**src/rtl/demux_rr_sched_pkg.sv**
```systemverilog
// Shared definitions for the round-robin 1-to-4 demux scheduler:
// FSM state encodings, lane count, select width and a one-hot helper.
package demux_rr_sched_pkg;

  localparam int N_OUT = 4;
  localparam int SEL_W = 2;

  typedef enum logic {
    ST_IDLE = 1'b0,
    ST_HOLD = 1'b1
  } state_e;

  typedef logic [SEL_W-1:0] sel_t;

  function automatic logic [N_OUT-1:0] lane_onehot(input sel_t s);
    return {{(N_OUT-1){1'b0}}, 1'b1} << s;
  endfunction

endpackage

```
**src/rtl/demux_rr_sched_if.sv**
```systemverilog
// Producer/consumer bus of the demux scheduler; slave = scheduler side, master = environment side.
interface demux_rr_sched_if #(
  parameter int W = 1
);
  import demux_rr_sched_pkg::*;

  logic [W-1:0]       D;
  logic               D_valid;
  logic               D_ready;
  logic [N_OUT-1:0]   dest_mask;
  logic [N_OUT*W-1:0] Y;
  logic [N_OUT-1:0]   Y_valid;
  logic [N_OUT-1:0]   Y_ready;
  sel_t               S;
  logic               drop;

  modport slave (
    input  D, D_valid, dest_mask, Y_ready,
    output D_ready, Y, Y_valid, S, drop
  );

  modport master (
    output D, D_valid, dest_mask, Y_ready,
    input  D_ready, Y, Y_valid, S, drop
  );

endinterface

```
**src/rtl/demux_rr_sched_rr_next4.sv**
```systemverilog
// Combinational round-robin pick: first enabled lane scanning s+1, s+2, s+3, s (mod 4).
// If nothing is enabled the select is returned unchanged and any_o is low.
module rr_next4
  import demux_rr_sched_pkg::*;
(
  input  sel_t             s_i,
  input  logic [N_OUT-1:0] mask_i,
  output sel_t             next_o,
  output logic             any_o
);

  sel_t idx;

  always_comb begin
    next_o = s_i;
    any_o  = |mask_i;
    idx    = s_i;
    // Walk from the farthest offset down so the nearest enabled lane wins.
    for (int k = N_OUT; k >= 1; k--) begin
      idx = s_i + sel_t'(k);
      if (mask_i[idx]) next_o = idx;
    end
  end

endmodule

```
**src/rtl/demux_rr_sched.sv**
```systemverilog
// Round-robin scheduler + output stage for a 1-to-4 demux; 1-entry buffer, word on Y the cycle after accept.
// D_ready follows Y_ready of the held lane so back-to-back words flow at 1/cycle; DEMUX_TIMEOUT_EN adds stall drop.
module demux_rr_sched
  import demux_rr_sched_pkg::*;
#(
  parameter int W = 1
`ifdef DEMUX_TIMEOUT_EN
  ,
  parameter int TIMEOUT = 15
`endif
) (
  input logic               clk,
  input logic               rst,
  demux_rr_sched_if.slave   bus
);

  state_e         state_q, state_d;
  sel_t           S_q, S_d;
  logic [W-1:0]   buf_q, buf_d;
  sel_t           nxt_sel;
  logic           any_en;
  logic           hold;
  logic           d_ready;
  logic           in_xfer;
  logic           out_xfer;
  logic           timeout;

  rr_next4 u_rr (
    .s_i    (S_q),
    .mask_i (bus.dest_mask),
    .next_o (nxt_sel),
    .any_o  (any_en)
  );

  assign hold     = (state_q == ST_HOLD);
  assign out_xfer = hold & bus.Y_ready[S_q];
  assign in_xfer  = bus.D_valid & d_ready;

  always_comb begin
    d_ready = 1'b0;
    case (state_q)
      ST_IDLE: d_ready = any_en;
      ST_HOLD: d_ready = bus.Y_ready[S_q] & any_en;
      default: d_ready = 1'b0;
    endcase
    // Reset is asynchronous, so the handshake must be blocked combinationally too.
    if (rst) d_ready = 1'b0;
  end

  always_comb begin
    state_d = state_q;
    S_d     = S_q;
    buf_d   = buf_q;
    if (in_xfer) begin
      state_d = ST_HOLD;
      S_d     = nxt_sel;
      buf_d   = bus.D;
    end else if (out_xfer || timeout) begin
      state_d = ST_IDLE;
    end
  end

  always_ff @(posedge clk or posedge rst) begin
    if (rst) begin
      state_q <= ST_IDLE;
      S_q     <= '0;
      buf_q   <= '0;
    end else begin
      state_q <= state_d;
      S_q     <= S_d;
      buf_q   <= buf_d;
    end
  end

`ifdef DEMUX_TIMEOUT_EN
  localparam int CNT_W = $clog2(TIMEOUT + 1);

  logic [CNT_W-1:0] cnt_q, cnt_d;
  logic             drop_q, drop_d;

  // The TIMEOUT-th consecutive stalled cycle discards the word at the next edge.
  assign timeout = hold & ~bus.Y_ready[S_q] & (cnt_q == CNT_W'(TIMEOUT - 1));

  always_comb begin
    drop_d = timeout;
    cnt_d  = cnt_q;
    if (!hold || in_xfer || out_xfer || timeout) cnt_d = '0;
    else                                          cnt_d = cnt_q + 1'b1;
  end

  always_ff @(posedge clk or posedge rst) begin
    if (rst) begin
      cnt_q  <= '0;
      drop_q <= 1'b0;
    end else begin
      cnt_q  <= cnt_d;
      drop_q <= drop_d;
    end
  end

  assign bus.drop = drop_q;
`else
  assign timeout  = 1'b0;
  assign bus.drop = 1'b0;
`endif

  always_comb begin
    bus.Y       = '0;
    bus.Y_valid = '0;
    if (hold) begin
      bus.Y_valid                = lane_onehot(S_q);
      bus.Y[int'(S_q) * W +: W]  = buf_q;
    end
  end

  assign bus.D_ready = d_ready;
  assign bus.S       = S_q;

endmodule
```
**src/flat_wrapper.sv**
```systemverilog
// flat-port wrapper written by rule: the top's interface ports become plain ports
module demux_rr_sched_flat import demux_rr_sched_pkg::*;
#(
  parameter int W = 1

)
  (clk, rst, bus_D, bus_D_valid, bus_dest_mask, bus_Y_ready, bus_D_ready, bus_Y, bus_Y_valid, bus_S, bus_drop);
  demux_rr_sched_if #(.W(W)) bus_i ();
  input logic clk;
  input logic rst;
  input wire logic [$bits(bus_i.D)-1:0] bus_D;
  input wire logic [$bits(bus_i.D_valid)-1:0] bus_D_valid;
  input wire logic [$bits(bus_i.dest_mask)-1:0] bus_dest_mask;
  input wire logic [$bits(bus_i.Y_ready)-1:0] bus_Y_ready;
  output wire logic [$bits(bus_i.D_ready)-1:0] bus_D_ready;
  output wire logic [$bits(bus_i.Y)-1:0] bus_Y;
  output wire logic [$bits(bus_i.Y_valid)-1:0] bus_Y_valid;
  output wire logic [$bits(bus_i.S)-1:0] bus_S;
  output wire logic [$bits(bus_i.drop)-1:0] bus_drop;
  assign bus_i.D = bus_D;
  assign bus_i.D_valid = bus_D_valid;
  assign bus_i.dest_mask = bus_dest_mask;
  assign bus_i.Y_ready = bus_Y_ready;
  assign bus_D_ready = bus_i.D_ready;
  assign bus_Y = bus_i.Y;
  assign bus_Y_valid = bus_i.Y_valid;
  assign bus_S = bus_i.S;
  assign bus_drop = bus_i.drop;
  demux_rr_sched #(.W(W)) u_core (.clk(clk), .rst(rst), .bus(bus_i));
endmodule
```
**config.mk**
```make
export PLATFORM = sky130hd
export DESIGN_NAME = demux_rr_sched_flat
export DESIGN_NICKNAME = d
export VERILOG_FILES = /design/src/rtl/demux_rr_sched_pkg.sv /design/src/rtl/demux_rr_sched_if.sv /design/src/rtl/demux_rr_sched_rr_next4.sv /design/src/rtl/demux_rr_sched.sv /design/src/flat_wrapper.sv
export SDC_FILE = /design/constraint.sdc
export NUM_CORES = 1
export LEC_CHECK = 0
export ABC_AREA = 1
export CORE_MARGIN = 2
export CORE_UTILIZATION = 41
export DETAILED_ROUTE_END_ITERATION = 6
export GPL_TIMING_DRIVEN = 1
export PLACE_DENSITY_LB_ADDON = 0.1
export SETUP_SLACK_MARGIN = 0.02
export SLEW_MARGIN = 0
export SYNTH_ARGS = -nofsm -noshare
export SYNTH_HDL_FRONTEND = slang
export SYNTH_SLANG_ARGS = --single-unit
```
**constraint.sdc**
```tcl
create_clock -name clk -period 2 [get_ports clk]
set_input_delay 0.4 -clock clk [delete_from_list [all_inputs] [get_ports clk]]
set_output_delay 0.4 -clock clk [all_outputs]
set_load 0.005 [all_outputs]
```
==> metrics <==
DRC violations left 0; HPWL after detailed placement 1.185 mm; overall routing resource usage 19.96%; mux cell area share after synthesis 0%; I/O pin count 24; crit-path cells buf_6, buf_4, ha_2, nand2_2, inv_1, dlygate4sd2_1; Die Y 41.75 um; final worst path period need 1.928 ns; Tcrit/Tclk final 96.39%; vias per cell 4.680; Crit Path Category flop to output pin; startpoint types flop; # setup viols final 0; post-cts hold buffer count 0; Longest Clk Path Bufs 2; critical path peak fanout 5; compound-cell area share of the yosys netlist 6.210%; net count reported at finish 151; Port Buffers 22; crit path DAT 1.53 ns; vias in the first global route 633; post-detailed-route wirelength per cell 11.41 um; Initial Util 44.35%; largest family of logic cells by synthesized area simple AND/OR/NAND/NOR gates; Site Rows 13; number of buffers created by CTS 3; post-synthesis sequential area ratio 17.13%; final number of hold-violating endpoints 0; Max-Cap Viols 0; Pleak 0.5598 nW; die footprint 0.001743 mm^2; reg-to-reg slack, setup 0.39 ns; post-synthesis simple-gate area fraction 49.89%; layout cell share with drive strength beyond 1 39.39%; wire length of the first global-routing pass 2.711 mm; Setup TNS 0 ns; Die W 41.75 um; Final Max Slew Viols 0; Critical Path Max Stage Delay 0.44 ns; Vias 688; status completed; Hold Crit Class primary input to async pin; Cells after DPL 140; clk_lat worst skew 0.24 ns; final hold slack 0.5030 ns; Clock Sinks 4; Synth top area share 17.99%; CTS tree built; # H-tree levels 1; largest net degree at the start of global routing 7; Syn Inst Count 90; CTS Root Cell clkbuf_4; post-synthesis adder-cell area fraction 10.71%; post-synthesis xor/xnor area fraction 0%; Mapped Area 584.3 um^2; Core ar. 0.001318 mm^2; placed cell area 917.1 um^2; Design Power 1.431 mW; leading area contributor after synthesis nand2_1; CP bufs+invs 4; syn avg cell area 6.492 um^2; Cell variety after synth 21; maximum vdd drop 0.9224 mV; Setup crit end kind output pin; Final GP Congestion 0.7727; synthesis-stage register bit count 4; Detailed Route Iter0 Violations 5; unrepaired setup endpoints after global routing true; Finished Layout Cells 147; overflow left after global routing 0; leading post-synthesis cells by cell area nand2_1, dfrtp_1, ha_1; Critical-path top delay cell dfrtp_2; fmax 518.7 MHz; clk slew on worst S/H paths 0.04 ns; Syn-to-layout area delta 73.23%; initial antenna violation count 0; Antenna Nets Post-Route 0; fin area 0.001012 mm^2; wirelength, routed 1.677 mm; Pre-antenna DRT Iters 4; PwrDens 1413 mW/mm^2; critical path's top delay family buffers and inverters; syn nets 107; worst endpoint required time 1.60 ns; Synth Warn # 0; diode count 0; worst clock skew 0.0004572 ns
## cell usage in the layout, fill, tap and decap left out, types with 2 or more instances in the layout
cell,n
nand3_2,2
and2_1,2
nor4_2,3
ha_1,2
clkdlybuf4s50_1,14
nand2_1,24
buf_4,15
dfrtp_1,3
ha_2,2
inv_2,2
a31oi_1,2
nor3_1,2
inv_1,14
nor2_1,3
nand3_1,7
clkbuf_4,3
clkbuf_2,2
buf_6,4
dlygate4sd2_1,4
nand2_2,12
## worst paths after layout
path	startpoint	endpoint	cells past startpoint
min in group clk	u_core.buf_q	u_core.buf_q	2
min	rst	u_core.buf_q	3
max in group asynchronous	rst	u_core.bus.S[0]	3
max reg2reg	u_core.bus.S[0]	u_core.bus.S[0]	11
max	u_core.bus.S[0]	bus_Y_valid[3]	6
min reg2reg	u_core.buf_q	u_core.buf_q	2
## repair_timing
item                       4_1_cts  5_1_grt
setup endpoints to repair        8        4
pin swaps                        0        4
setup buffers                    2        2
resized for setup               13       19
## layout make-up
cell class	count	area (um^2)
repair buffers	41	357.8
fillers	103	305.3
inverters	17	71.32
multi-input cells	67	440.4
flip-flops and latches	4	101.3
clock buffers	3	22.52
well taps	15	18.77
## synthesized netlist by cell type, drive strengths merged
cell type	instances
nor2	3
conb	1
o21bai	1
ha	5
nand3	10
nor4	3
a21oi	1
and2	2
dfrtp	4
inv	17
nor3	2
buf	2
a31oi	2
nand2	37
## cell families (layout without fill, tap and decap cells)
family                   after synthesis  after routing
AND/OR/NAND/NOR                       57             57
buffers and inverters                 19             61
adder cells (fa/ha/maj)                5              5
AO/OA/AOI/OAI                          4              4
flip-flops                             4              4
other                                  1              1
## metrics by stage
step                      setup WS [ns]  util [%]
after global routing           0.006656     76.83
after detailed placement        -0.1247     69.61
after CTS                     0.0002259     73.12
final                           0.07222     76.83
after global placement          -0.1026     69.61
after floorplan                  0.2620         -
## tightest hold or removal path: stages
cell             delay (ns)
clkdlybuf4s50_1        0.43
buf_4                  0.14
inv_1                  0.12
## registers in the layout, summed over array words and instances, names as in the netlist
name and flops:
u_core.hold 1, u_core.bus.S 2, u_core.buf_q 1
## power breakdown
group          switching [mW]  internal, mW  total, mW
sequential             0.0544         0.120      0.174
clock                  0.0373        0.0674      0.105
combinational           0.568         0.583       1.15
total                   0.660         0.771       1.43
## metal layers
layer / track usage (%) / wire (um) / up-vias
met5: 0 / 0 / -
met4: 11.61 / 32 / 0
met3: 4.348 / 72 / 4
met2: 32.19 / 839 / 17
met1: 24.08 / 732 / 305
li1: - / - / 362
Note: power is estimated with default switching activity, not from simulation.
